--- src/rtl/rgb_ramp_engine.sv ---
// rgb_ramp_engine: parallel colour-ramp engine. Holds CHANNELS colour
// registers and steps them (add / sub / seek-to-target, saturating or
// wrapping) once every DIV clocks while running, pulsing done on completion.

// Per-channel next-value datapath. Purely combinational: given the current
// value, its target and the latched step controls, produce the value after
// one tick and whether that value sits at the completion goal for the mode.
module rgb_ramp_lane #(
  parameter int WIDTH  = 8,
  parameter int STEP_W = 4
) (
  input  logic [WIDTH-1:0]  ch,
  input  logic [WIDTH-1:0]  tgt,
  input  logic [1:0]        mode,
  input  logic              sat,
  input  logic [STEP_W-1:0] step,
  output logic [WIDTH-1:0]  nxt,
  output logic              goal
);
  localparam logic [1:0] M_ADD  = 2'b01;
  localparam logic [1:0] M_SUB  = 2'b10;
  localparam logic [1:0] M_SEEK = 2'b11;

  // One extra bit on every intermediate catches carry-out / borrow.
  logic [WIDTH:0] stp;
  logic [WIDTH:0] sum;
  logic [WIDTH:0] dif;
  logic [WIDTH:0] up_gap;
  logic [WIDTH:0] dn_gap;

  // Step arithmetic and mode select for one channel
  always_comb begin
    stp    = (step == '0) ? (WIDTH+1)'(1) : (WIDTH+1)'(step);
    sum    = {1'b0, ch} + stp;
    dif    = {1'b0, ch} - stp;
    up_gap = {1'b0, tgt} - {1'b0, ch};
    dn_gap = {1'b0, ch} - {1'b0, tgt};
    nxt    = ch;
    goal   = 1'b0;
    case (mode)
      M_ADD: begin
        nxt  = (sat && sum[WIDTH]) ? '1 : sum[WIDTH-1:0];
        goal = (nxt == '1);
      end
      M_SUB: begin
        nxt  = (sat && dif[WIDTH]) ? '0 : dif[WIDTH-1:0];
        goal = (nxt == '0);
      end
      M_SEEK: begin
        // Land exactly on the target when the remaining gap fits in one step.
        if (tgt > ch)      nxt = (up_gap <= stp) ? tgt : sum[WIDTH-1:0];
        else if (tgt < ch) nxt = (dn_gap <= stp) ? tgt : dif[WIDTH-1:0];
        else               nxt = tgt;
        goal = (nxt == tgt);
      end
      default: begin
        nxt  = ch;
        goal = 1'b0;
      end
    endcase
  end
endmodule

module rgb_ramp_engine #(
  parameter int WIDTH    = 8,
  parameter int CHANNELS = 3,
  parameter int STEP_W   = 4,
  parameter int DIV      = 1
) (
  input  logic                      clk,
  input  logic                      rst_n,
  input  logic                      load,
  input  logic [CHANNELS*WIDTH-1:0] ch_in,
  input  logic [CHANNELS*WIDTH-1:0] target_in,
  input  logic                      start,
  input  logic                      stop,
  input  logic [1:0]                mode,
  input  logic                      sat,
  input  logic [STEP_W-1:0]         step,
  output logic [CHANNELS*WIDTH-1:0] ch_out,
  output logic                      busy,
  output logic                      done
);
  localparam int CNT_W = (DIV > 1) ? $clog2(DIV) : 1;
  localparam logic [CNT_W-1:0] CNT_MAX = CNT_W'(DIV - 1);

  localparam logic [1:0] M_HOLD = 2'b00;
  localparam logic [1:0] M_SEEK = 2'b11;

  typedef enum logic [1:0] {S_IDLE, S_RUN, S_DONE} state_e;

  state_e                             state_q, state_d;
  logic [CHANNELS-1:0][WIDTH-1:0]     ch_q, ch_d;
  logic [CHANNELS-1:0][WIDTH-1:0]     tgt_q, tgt_d;
  logic [1:0]                         mode_q, mode_d;
  logic                               sat_q, sat_d;
  logic [STEP_W-1:0]                  step_q, step_d;
  logic [CNT_W-1:0]                   cnt_q, cnt_d;
  logic                               busy_q, busy_d;
  logic                               done_q, done_d;

  logic [CHANNELS-1:0][WIDTH-1:0]     ch_in_a;
  logic [CHANNELS-1:0][WIDTH-1:0]     tgt_in_a;
  logic [CHANNELS-1:0][WIDTH-1:0]     lane_nxt;
  logic [CHANNELS-1:0]                lane_goal;
  logic                               tick;
  logic                               complete;

  assign ch_in_a  = ch_in;
  assign tgt_in_a = target_in;

  for (genvar g = 0; g < CHANNELS; g++) begin : g_lane
    rgb_ramp_lane #(.WIDTH(WIDTH), .STEP_W(STEP_W)) u_lane (
      .ch   (ch_q[g]),
      .tgt  (tgt_q[g]),
      .mode (mode_q),
      .sat  (sat_q),
      .step (step_q),
      .nxt  (lane_nxt[g]),
      .goal (lane_goal[g])
    );
  end

  // Wrap add/sub has no goal: only saturating or seek ramps can complete.
  assign tick     = (cnt_q == CNT_MAX);
  assign complete = (&lane_goal) && ((mode_q == M_SEEK) || sat_q);

  // Next-state: load overrides everything, then the IDLE/RUN/DONE sequencing
  always_comb begin
    state_d = state_q;
    ch_d    = ch_q;
    tgt_d   = tgt_q;
    mode_d  = mode_q;
    sat_d   = sat_q;
    step_d  = step_q;
    cnt_d   = cnt_q;
    if (load) begin
      ch_d    = ch_in_a;
      tgt_d   = tgt_in_a;
      cnt_d   = '0;
      state_d = S_IDLE;
    end else begin
      case (state_q)
        S_IDLE: begin
          if (start && (mode != M_HOLD)) begin
            state_d = S_RUN;
            mode_d  = mode;
            sat_d   = sat;
            step_d  = step;
            cnt_d   = '0;
          end
        end
        S_RUN: begin
          // stop wins over a coincident tick; values simply freeze.
          if (stop) begin
            state_d = S_IDLE;
          end else if (tick) begin
            cnt_d = '0;
            ch_d  = lane_nxt;
            if (complete) state_d = S_DONE;
          end else begin
            cnt_d = cnt_q + CNT_W'(1);
          end
        end
        S_DONE:  state_d = S_IDLE;
        default: state_d = S_IDLE;
      endcase
    end
    busy_d = (state_d == S_RUN);
    done_d = (state_d == S_DONE);
  end

  // State and registered outputs; reset clears asynchronously
  always_ff @(posedge clk or negedge rst_n) begin
    if (!rst_n) begin
      state_q <= S_IDLE;
      ch_q    <= '0;
      tgt_q   <= '0;
      mode_q  <= '0;
      sat_q   <= 1'b0;
      step_q  <= '0;
      cnt_q   <= '0;
      busy_q  <= 1'b0;
      done_q  <= 1'b0;
    end else begin
      state_q <= state_d;
      ch_q    <= ch_d;
      tgt_q   <= tgt_d;
      mode_q  <= mode_d;
      sat_q   <= sat_d;
      step_q  <= step_d;
      cnt_q   <= cnt_d;
      busy_q  <= busy_d;
      done_q  <= done_d;
    end
  end

  assign ch_out = ch_q;
  assign busy   = busy_q;
  assign done   = done_q;
endmodule

--- config.mk ---
export PLATFORM = sky130hd
export DESIGN_NAME = rgb_ramp_engine
export DESIGN_NICKNAME = d
export VERILOG_FILES = /design/src/rtl/rgb_ramp_engine.sv
export SDC_FILE = /design/constraint.sdc
export NUM_CORES = 1
export LEC_CHECK = 0
export ABC_AREA = 1
export BUFFER_PORTS_ARGS = -buffer_cell sky130_fd_sc_hd__buf_2
export CORE_UTILIZATION = 28
export DETAILED_ROUTE_END_ITERATION = 6
export PLACE_DENSITY = 0.45
export SLEW_MARGIN = 0
export SYNTH_ARGS = -nofsm -noshare
export SYNTH_HDL_FRONTEND = slang
export SYNTH_SLANG_ARGS = --single-unit
--- constraint.sdc ---
create_clock -name clk -period 3.55 [get_ports clk]
set_clock_uncertainty 0.05 [all_clocks]
set_input_delay 0.71 -clock clk [delete_from_list [all_inputs] [get_ports clk]]
set_output_delay 0.71 -clock clk [all_outputs]
set_load 0.02 [all_outputs]
==> metrics.txt <==
complex-gate fraction of the synthesized area=12.7%; worst hold path type=primary input to asynchronous set/reset pin; detailed-route via count=10,800; worst ir drop on vdd=0.331 mV; startpoint types=register; area share of xor/xnor cells in the synthesized design=3.12%; starting DRC count in detailed routing=826; All-Layer GR Usage=22.1%; Finish-stage setup viols=4; maximum frequency from static timing analysis=0.269 GHz; Setup Total Neg Slack=-0.627 ns; area share of the largest cell type after synthesis=19.2%; count of flip-flops with a built-in enable after synthesis=0; failing checks=setup timing; clock transition at the register clock pins on the worst setup and hold paths after CTS=0.07 ns; post-synthesis to final-layout area growth=40.5%; post-synthesis share of cell area spent on and, or, nand and nor gates=41.0%; post-synthesis register bit count=59; internal power of the cells=5.20 mW; global route total overflow=0; cell area reported after detailed placement=11,600 um2; worst-margin pin slew=0.893 ns; root buffer cell=clkbuf_16; Ports=86; share of cell area taken by muxes after synthesis=0.125%; number of global-route vias before repair=10,400; result of the run=finished, violations left; highest-count cells in the layout ignoring fill and taps=nand2_1 (441), buf_4 (268), nand3_1 (185), inv_1 (163), ha_1 (87); worst-case headroom to the max-slew limit=40.5%; hold slack=0.357 ns; net switching share of the total power=50.9%; number of filler cells placed in the layout=3,413; main area contributors after synthesis=nand2_1 (19%), dfrtp_1 (16%), ha_1 (14%); Nets=1,956; CTS H-tree lvls=3; count of yosys warnings during synthesis=0; area of all placed cells without fillers=12,600 um2; number of cells in the design after placement=2,143; Core Rows=65; most repeated library cell on the critical path=nand2_1; Detailed Place HPWL=28,400 um; CP arrival=3.86 ns; share of final-layout standard cells stronger than drive strength 1=29.9%; number of port buffers=85; aggregate routed wire length=36,200 um; part of the power in the clock network=9.5%; worst-skew pair later-pin latency=0.35 ns; cell area after synthesis=8990 um2; ys flop type=dfrtp_1; combinational cell fraction of total power=82.1%; critical path class=register to register; count of nets left with antenna violations after detail routing=0; maximum count of clock buffers along a single path=2; initial core utilization=28.5%; Vias/cell=4.92; Bufs and invs on worst path=2; leading cell type in the layout, fill and taps excluded=nand2_1; Worst setup EP type=register; post-route insts no fill=2,194; Wirelength per Cell=16.5 um; core area=31,600 um2; RSZ-0062 raised after global routing=yes; post-route setup slack=-0.170 ns; data required time at the worst endpoint=3.69 ns; pin count of the biggest net entering global routing=73; slowest CP cell=dfrtp_2; net count after synthesis=1,622; height of the die=181 um; placer congestion estimate=0.874; chip width=181 um; clock sink count=59; main combinational cell family by area after synthesis=simple AND/OR/NAND/NOR gates; final number of max-transition violations=0; Post-Synth Adder-Cell Area=16.3%; slack of the worst reg-to-reg path=-0.17 ns; period utilisation layout=105%; number of buffers created by CTS=9; Final Hold Violating Endpoints=0; Cell variety after synth=49; crit-path max FO=6; CTS tree=built; dominant cell type by area after synthesis=nand2_1; first-pass GRT wire length=57,300 um; sequential cell fraction of total power=8.4%; die area=32,800 um2; number of design rule violations left after detail routing=0; register area share after synthesis=16.4%; initial antenna violation count=1; Max stage delay on crit path=0.44 ns; overall power consumption=10.6 mW; kind of cell adding the most delay to the critical path=simple AND/OR/NAND/NOR gates; power per cell area=839 nW/um2; syn avg cell area=6.19 um2; synthesized instance count=1,452; Static Leak=6.81 nW; switching power of the nets=5.40 mW; number of iterations in the first detailed-routing pass=5; fraction of synthesis flops using an asynchronous set or reset pin=100%; final critical path time including I/O delays and setup=3.72 ns; max-capacitance violation count=0
==> path summary, 6_finish.rpt <==
kind / endpoint / startpoint / depth (start not counted)
max: busy / ch_out[16] / 26
min: tgt_q[12] / rst_n / 1
max reg2reg: busy / ch_out[16] / 26
min reg2reg: step_q[0] / step_q[0] / 1
max in group asynchronous: ch_out[16] / rst_n / 2
min in group clk: step_q[0] / step_q[0] / 1
==> registers in the layout, indices dropped and copies added (netlist names) <==
signal and count:
ch_out 24, tgt_q 24, step_q 4, mode_q 2
state_q 2, busy 1, done 1, sat_q 1
==> power groups by stage <==
stage          clock, mW  sequential, mW  combinational [mW]
4_1_cts             1.01           0.887                8.26
3_3_place_gp           0           0.891                7.93
5_1_grt             1.04           0.906                9.67
3_5_place_dp           0           0.894                7.93
6_report            1.00           0.892                8.70
2_1_floorplan          0            1.08                4.52
==> final cells by class <==
| cell class | count | area [um2] | area share (%) |
|---|---|---|---|
| diodes | 1 | 2.50 | 0.0198 |
| clock buffers | 10 | 229 | 1.81 |
| flip-flops and latches | 59 | 1480 | 11.7 |
| multi-input cells | 1165 | 7020 | 55.5 |
| repair buffers | 367 | 2620 | 20.7 |
| clock inverters | 6 | 90.1 | 0.713 |
| inverters | 184 | 693 | 5.49 |
| well taps | 402 | 503 | 3.98 |
==> Yosys cell counts (all sizes together) (3+ instances only) <==
cell type  instances
o311ai             3
o211ai            34
buf               20
xor2              27
inv              182
nand3            208
nand4             40
ha                98
fa                12
nor2              77
clkbuf            25
nand3b             4
nor3               5
nor4               4
a21oi             73
o21ai             70
nand2            482
o221ai             3
dfrtp             59
xnor2              5
or2                6
nor3b              3
==> timing repair <==
item                       4_1_cts  5_1_grt
pin swaps                       25       61
setup endpoints to repair        4       21
hold buffers                     0        0
setup buffers                   27       10
cloned                           0        1
hold endpoints to repair         0        0
resized for setup               34       88
==> per-stage QoR <==
step | worst slack, ns | utilization [%]
6_report | -0.170 | 40.0
5_1_grt | -0.377 | 40.0
4_1_cts | -0.167 | 38.8
3_5_place_dp | -0.465 | 36.7
3_3_place_gp | -0.487 | 36.7
2_1_floorplan | 0.00771 | -
==> logic make-up after synthesis <==
family | Yosys count
multiplexers | 1
adder cells (fa/ha/maj) | 110
AO/OA/AOI/OAI | 191
XOR/XNOR | 32
flip-flops | 59
buffers and inverters | 229
AND/OR/NAND/NOR | 830
==> routing by layer <==
metal  wire length (um)  GRT usage (%)  part of all wire (%)  vias to the layer above
met3               1590           2.44                   4.4                       28
met5                  0              0                     0                        -
li1                   -              -                     -                     5460
met2              16300           35.9                    45                      260
met1              17900           31.5                    49                     5051
met4                427           3.86                   1.2                        0
(Power assumes the default switching activity.)
